File: src/rtl/ex_mem_if.sv
// ex_mem_if: ALU-side bundle, data-memory handshake and writeback/redirect outputs of the EX/MEM stage.
interface ex_mem_if #(
    parameter int ADDR_W = 16,
    parameter int REG_AW = 5
);
    logic              in_valid;
    logic              in_ready;
    logic [4:0]        in_opcode;
    logic [31:0]       in_rd;
    logic [31:0]       in_rd_mem;
    logic [31:0]       in_branch;
    logic [31:0]       in_alu_result;
    logic [31:0]       in_mem_result;
    logic [31:0]       in_mem_addr;
    logic              mem_req;
    logic              mem_we;
    logic [ADDR_W-1:0] mem_addr;
    logic [31:0]       mem_wdata;
    logic              mem_ack;
    logic [31:0]       mem_rdata;
    logic              wb_valid;
    logic [REG_AW-1:0] wb_addr;
    logic [31:0]       wb_data;
    logic              br_taken;
    logic [31:0]       br_target;
    logic              mem_err;
    modport master (
        output in_valid, in_opcode, in_rd, in_rd_mem, in_branch, in_alu_result, in_mem_result, in_mem_addr,
        output mem_ack, mem_rdata,
        input  in_ready, mem_req, mem_we, mem_addr, mem_wdata, wb_valid, wb_addr, wb_data, br_taken, br_target, mem_err
    );
    modport slave (
        input  in_valid, in_opcode, in_rd, in_rd_mem, in_branch, in_alu_result, in_mem_result, in_mem_addr,
        input  mem_ack, mem_rdata,
        output in_ready, mem_req, mem_we, mem_addr, mem_wdata, wb_valid, wb_addr, wb_data, br_taken, br_target, mem_err
    );
endinterface

File: src/rtl/ex_mem_stage.sv
// ex_mem_stage: dispatches ALU bundles to writeback, branch redirect or a watchdog-guarded data-memory access.
module ex_mem_stage #(
    parameter int ADDR_W      = 16,
    parameter int REG_AW      = 5,
    parameter int MEM_TIMEOUT = 255
) (
    input logic    clk,
    input logic    rst,
    ex_mem_if.slave bus
);
    localparam int CW = $clog2(MEM_TIMEOUT + 1);
    typedef enum logic {IDLE, MEM} state_t;
    state_t            state, nxt;
    logic [CW-1:0]     cnt;
    logic [REG_AW-1:0] dst;
    logic              acc, is_wb, is_cp, is_gp, is_br, timeout, load_done;
    always_comb begin
        acc       = bus.in_valid && state == IDLE;
        is_wb     = bus.in_opcode inside {5'd1, 5'd2, 5'd3, 5'd4, 5'd5, 5'd9, 5'd12};
        is_cp     = bus.in_opcode == 5'd6;
        is_gp     = bus.in_opcode == 5'd10;
        is_br     = bus.in_opcode == 5'd7 || (bus.in_opcode == 5'd8 && bus.in_branch != 32'd0);
        // ack on the limit edge wins over the watchdog
        timeout   = state == MEM && !bus.mem_ack && cnt == CW'(MEM_TIMEOUT - 1);
        load_done = state == MEM && bus.mem_ack && !bus.mem_we;
    end
    always_ff @(posedge clk) begin
        if (rst) begin
            state <= IDLE;
            cnt   <= '0;
        end else begin
            state <= nxt;
            cnt   <= (state == MEM && !bus.mem_ack && !timeout) ? cnt + 1'b1 : '0;
        end
    end
    always_comb begin
        nxt = state;
        if (state == IDLE)
            nxt = (acc && (is_cp || is_gp)) ? MEM : IDLE;
        else
            nxt = (bus.mem_ack || timeout) ? IDLE : MEM;
    end
    always_comb begin
        bus.in_ready = state == IDLE;
        bus.mem_req  = state == MEM;
    end
    always_ff @(posedge clk) begin
        if (rst) begin
            bus.mem_we    <= 1'b0;
            bus.mem_addr  <= '0;
            bus.mem_wdata <= '0;
            dst           <= '0;
            bus.wb_valid  <= 1'b0;
            bus.wb_addr   <= '0;
            bus.wb_data   <= '0;
            bus.br_taken  <= 1'b0;
            bus.br_target <= '0;
            bus.mem_err   <= 1'b0;
        end else begin
            bus.wb_valid <= (acc && is_wb) || load_done;
            bus.br_taken <= acc && is_br;
            bus.mem_err  <= bus.mem_err || timeout;
            if (load_done) begin
                bus.wb_addr <= dst;
                bus.wb_data <= bus.mem_rdata;
            end else if (acc && is_wb) begin
                bus.wb_addr <= bus.in_rd[REG_AW-1:0];
                bus.wb_data <= bus.in_alu_result;
            end
            if (acc && is_br) bus.br_target <= bus.in_branch;
            if (acc && (is_cp || is_gp)) begin
                bus.mem_we    <= is_cp;
                bus.mem_addr  <= is_cp ? bus.in_rd_mem[ADDR_W-1:0] : bus.in_mem_addr[ADDR_W-1:0];
                bus.mem_wdata <= is_cp ? bus.in_mem_result : 32'd0;
                dst           <= bus.in_rd_mem[REG_AW-1:0];
            end
        end
    end
endmodule

File: src/flat_wrapper.sv
// flat-port wrapper written by rule: the top's interface ports become plain ports
module ex_mem_stage_flat 
#(
    parameter int ADDR_W      = 16,
    parameter int REG_AW      = 5,
    parameter int MEM_TIMEOUT = 255
)
  (clk, rst, bus_in_valid, bus_in_opcode, bus_in_rd, bus_in_rd_mem, bus_in_branch, bus_in_alu_result, bus_in_mem_result, bus_in_mem_addr, bus_mem_ack, bus_mem_rdata, bus_in_ready, bus_mem_req, bus_mem_we, bus_mem_addr, bus_mem_wdata, bus_wb_valid, bus_wb_addr, bus_wb_data, bus_br_taken, bus_br_target, bus_mem_err);
  ex_mem_if #(.ADDR_W(ADDR_W), .REG_AW(REG_AW)) bus_i ();
  input logic clk;
  input logic rst;
  input wire logic [$bits(bus_i.in_valid)-1:0] bus_in_valid;
  input wire logic [$bits(bus_i.in_opcode)-1:0] bus_in_opcode;
  input wire logic [$bits(bus_i.in_rd)-1:0] bus_in_rd;
  input wire logic [$bits(bus_i.in_rd_mem)-1:0] bus_in_rd_mem;
  input wire logic [$bits(bus_i.in_branch)-1:0] bus_in_branch;
  input wire logic [$bits(bus_i.in_alu_result)-1:0] bus_in_alu_result;
  input wire logic [$bits(bus_i.in_mem_result)-1:0] bus_in_mem_result;
  input wire logic [$bits(bus_i.in_mem_addr)-1:0] bus_in_mem_addr;
  input wire logic [$bits(bus_i.mem_ack)-1:0] bus_mem_ack;
  input wire logic [$bits(bus_i.mem_rdata)-1:0] bus_mem_rdata;
  output wire logic [$bits(bus_i.in_ready)-1:0] bus_in_ready;
  output wire logic [$bits(bus_i.mem_req)-1:0] bus_mem_req;
  output wire logic [$bits(bus_i.mem_we)-1:0] bus_mem_we;
  output wire logic [$bits(bus_i.mem_addr)-1:0] bus_mem_addr;
  output wire logic [$bits(bus_i.mem_wdata)-1:0] bus_mem_wdata;
  output wire logic [$bits(bus_i.wb_valid)-1:0] bus_wb_valid;
  output wire logic [$bits(bus_i.wb_addr)-1:0] bus_wb_addr;
  output wire logic [$bits(bus_i.wb_data)-1:0] bus_wb_data;
  output wire logic [$bits(bus_i.br_taken)-1:0] bus_br_taken;
  output wire logic [$bits(bus_i.br_target)-1:0] bus_br_target;
  output wire logic [$bits(bus_i.mem_err)-1:0] bus_mem_err;
  assign bus_i.in_valid = bus_in_valid;
  assign bus_i.in_opcode = bus_in_opcode;
  assign bus_i.in_rd = bus_in_rd;
  assign bus_i.in_rd_mem = bus_in_rd_mem;
  assign bus_i.in_branch = bus_in_branch;
  assign bus_i.in_alu_result = bus_in_alu_result;
  assign bus_i.in_mem_result = bus_in_mem_result;
  assign bus_i.in_mem_addr = bus_in_mem_addr;
  assign bus_i.mem_ack = bus_mem_ack;
  assign bus_i.mem_rdata = bus_mem_rdata;
  assign bus_in_ready = bus_i.in_ready;
  assign bus_mem_req = bus_i.mem_req;
  assign bus_mem_we = bus_i.mem_we;
  assign bus_mem_addr = bus_i.mem_addr;
  assign bus_mem_wdata = bus_i.mem_wdata;
  assign bus_wb_valid = bus_i.wb_valid;
  assign bus_wb_addr = bus_i.wb_addr;
  assign bus_wb_data = bus_i.wb_data;
  assign bus_br_taken = bus_i.br_taken;
  assign bus_br_target = bus_i.br_target;
  assign bus_mem_err = bus_i.mem_err;
  ex_mem_stage #(.ADDR_W(ADDR_W), .REG_AW(REG_AW), .MEM_TIMEOUT(MEM_TIMEOUT)) u_core (.clk(clk), .rst(rst), .bus(bus_i));
endmodule
File: config.mk
export PLATFORM = sky130hd
export DESIGN_NAME = ex_mem_stage_flat
export DESIGN_NICKNAME = d
export VERILOG_FILES = /design/src/rtl/ex_mem_if.sv /design/src/rtl/ex_mem_stage.sv /design/src/flat_wrapper.sv
export SDC_FILE = /design/constraint.sdc
export NUM_CORES = 1
export LEC_CHECK = 0
export CORE_MARGIN = 2
export CORE_UTILIZATION = 25
export DETAILED_ROUTE_END_ITERATION = 16
export PLACE_DENSITY = 0.61
export SYNTH_ARGS = -nofsm -noshare
export SYNTH_HDL_FRONTEND = slang
export SYNTH_SLANG_ARGS = --single-unit
File: constraint.sdc
create_clock -name clk -period 2.1 [get_ports clk]
set_clock_uncertainty 0.1 [all_clocks]
set_input_delay 0.42 -clock clk [delete_from_list [all_inputs] [get_ports clk]]
set_output_delay 0.42 -clock clk [all_outputs]
set_load 0.005 [all_outputs]
==> impl_metrics.csv <==
group,metric,value,unit
outcome,status,"finished clean",
placement,hpwl,14010,microns
cells_and_area,drive_gt1_share,9.990,%
pwr,power_density,647.4,nW/um^2
sta,tns,0,ns
sta,hold_viol_final,0,
min_path,hp-class,"primary input to flop",
sta,drv_slew,0,
setup_path,r2r_cells,5,
min_path,hold_path_startpoint,"rst",
floorplanning,die_w,157.8,microns
grt,grt_overflow,0,
sta,setup_viol,0,
min_path,hold_path_end,"u_core.bus.br_target[19]$_SDFFE_PP0P_",
route,drt_first_iter_violations,286,
placement,place_congestion,0.7727,
floorplanning,start_util,25.36,%
synth,ys_warn_count,0,
route,post_drt_wl_per_cell,15.68,microns
pwr,netSwitchingFraction,22.92,%
route,dr.pass1.iters,4,
floorplanning,die_h,157.8,microns
setup_path,required,2.28,ns
floorplanning,core_area,23330,sq um
synth,synth_area,5917,sq um
synth,synthesis.nets,892,
floorplanning,rows,56,
clock_tree,cts_buffers,17,
pwr,ir_worst_vdd,419.8,uV
clock_tree,tritoncts,"done",
sta,clock.fmax,502.3,MHz
grt,grt_pass1_wl,30250,microns
grt,grt.busiest_layer,"met2",
clock_tree,cts_num_sinks,135,
sta,period_needed,1.991,ns
setup_path,reg2reg_slack,0.21,ns
grt,grtUsageMet1,19.58,%
synth,postSynthCellCount,657,
grt,first_global_vias,5619,
setup_path,path_class,"primary input to flop",
sta,worst_pin_slew,0.4440,ns
floorplanning,io_pins,356,
grt,grt_usage,15.52,%
route,drc,0,
setup_path,r2r_start,"u_core.bus.mem_req$_SDFF_PP0_",
setup_path,rr_endpoint,"u_core.bus.br_target[15]$_SDFFE_PP0P_",
pwr,p_int,5.100,mW
pwr,p_sw,1.516,mW
grt,grt_antenna_before_repair,0,
clock_tree,clk_latency,0.41,ns
placement,placedCellCount,1256,
synth,ys_ff_latch,135,
pwr,clkPwrFrac,46.8,%
route,drt-total-wl,20220,microns
sta,min_period_over_period,94.80,%
run,max_cap_viol_count,0,
cells_and_area,area_growth,72.70,%
synth,synth_area_leaders,"dfxtp_1, mux2i_1, nor2_1",
pwr,combPwrFrac,13.0,%
cells_and_area,fin_util,43.80,%
synth,synth_seq_area_share,45.68,%
setup_path,cp_max_fo,41,
synth,yosys_most_used_dff,"dfxtp_1",
placement,numPortBuffers,296,
synth,yosysTopAreaCellShare,45.68,%
pwr,power,6.616,mW
sta,slew_headroom,70.40,%
placement,placed_area,9534,sq um
setup_path,cp-end-kind,"flop",
route,viasPerCell,4.567,
synth,synth_area_per_cell,9.006,sq um
pwr,p_leak,3.820,nW
grt,use_met2,25.26,%
pwr,seqPwrFrac,40.3,%
clock_tree,root_buffer,"clkbuf_16",
floorplanning,die-area,24920,sq um
synth,synthMostInstantiatedCell,"dfxtp_1",
min_path,min_path_cells,2,
synth,synth_cell_type_count,41,
cells_and_area,postLayoutCellArea,10220,sq um
clock_tree,cts_max_level,4,
sta,rsz0062_at_grt,"no",
clock_tree,ctsHoldBuffers,0,
cells_and_area,diodes,0,
route,vias,5892,
grt,grt_max_degree,89,
setup_path,critPathArrivalTime,2.17,ns
clock_tree,cts_buffer_depth,2,
clock_tree,clk_pin_slew_worst_paths,0.06,ns
cells_and_area,final_nets,1194,
route,antenna_left,0,
synth,ys_async_sr_fraction,0,%
synth,synth_edf_count,0,
grt,met3_usage,3.969,%
setup_path,cp-start-kind,"primary input",
synth,synth_commonest_cells,"dfxtp_1, nor2_1, mux2i_1",
synth,yosys.area.top_type,"dfxtp_1",
cells_and_area,final_cells,1290,
placed cells by master, fill, tap and decap left out, types with 4 or more instances in the layout:
master,synthesis,routed
nor2_1,99,98
buf_4,2,31
o311ai_0,27,27
clkdlybuf4s50_1,0,293
dfxtp_1,135,135
nand2_1,44,44
clkbuf_16,0,18
buf_12,0,12
o311ai_1,5,5
a21oi_1,6,6
nor4_1,4,4
a22oi_1,32,32
or4_1,5,5
nand4_1,33,33
a211oi_2,10,12
mux2i_1,53,53
a211oi_1,43,41
xnor2_1,4,4
inv_1,36,36
nor2b_1,33,33
clkinvlp_4,0,4
repair_timing:
| action | 4_1_cts | 5_1_grt |
|---|---|---|
| pin swaps | 1 | 0 |
| setup buffers | 1 | 0 |
| endpoints found under the setup margin | 9 | 40 |
| resized for setup | 0 | 6 |
| gates cloned | 1 | 1 |
| endpoints found under the hold margin | 0 | 0 |
layer usage:
metal	share of wire, %	wire length [microns]
met3	6.8	1380
met1	44	8887
met5	0	0
met2	47	9454
met4	2.5	499
final cells by class:
type	count	area (sq um)
well taps	319	399.1
repair buffers	341	3495
clock buffers	19	452.9
fillers	2324	13110
inverters	36	135.1
flip-flops and latches	135	2703
multi-input cells	428	2882
clock inverters	12	152.6
cell families after synthesis:
kind of cell	share of synthesized area [%]
AOI/OAI and AO/OA	17.59
buffers and inverters	6.555
xor gates and xnor gates	1.036
adders and majority gates	0.4229
muxes	8.966
and+or+nand+nor	19.75
DFF	45.68
flip-flops by register name, indices dropped and copies added (netlist names):
register,cells
u_core.cnt,8
u_core.bus.mem_addr,16
u_core.dst,5
u_core.bus.mem_req,1
u_core.bus.wb_addr,5
u_core.bus.wb_data,32
u_core.bus.br_target,32
u_core.bus.mem_wdata,32
u_core.bus.mem_we,1
u_core.bus.mem_err,1
u_core.bus.wb_valid,1
u_core.bus.br_taken,1
power by group through the flow:
stage                     registers, mW  clock network, mW  logic, mW
after floorplan                    2.73                  0      0.245
after global placement             2.72                  0      0.835
after detailed placement           2.72                  0      0.840
after CTS                          2.66               3.20      0.861
after global routing               2.67               3.32      0.929
final                              2.66               3.09      0.858
critical path: stages:
cell and delay [ns]:
clkdlybuf4s50_1 0.42, or3b_4 0.43, buf_4 0.17, o21bai_4 0.20, buf_12 0.18, o311ai_0 0.34
how the worst max path moves through the flow:
stage,from,to,slack [ns]
final,bus_in_opcode[4],u_core.bus.br_target[15]$_SDFFE_PP0P_,0.11
after global routing,bus_in_opcode[4],u_core.bus.br_target[15]$_SDFFE_PP0P_,0.01
after CTS,bus_in_opcode[2],u_core.bus.wb_data[20]$_SDFFE_PP0P_,0.006
after detailed placement,bus_in_valid,u_core.bus.wb_data[23]$_SDFFE_PP0P_,-0.45
after global placement,bus_in_opcode[4],u_core.bus.wb_data[17]$_SDFFE_PP0P_,-0.44
after floorplan,bus_in_opcode[4],u_core.bus.mem_wdata[28]$_SDFFE_PP0P_,0.08
metrics by stage:
step / hold slack (ns) / worst slack (ns)
after floorplan: 0.3297 / 0.07804
after global routing: 0.3515 / 0.01235
after CTS: 0.3399 / 0.006437
final: 0.3502 / 0.1092
after detailed placement: 0.3492 / -0.4503
after global placement: 0.3425 / -0.4350
(Power assumes the default switching activity.)
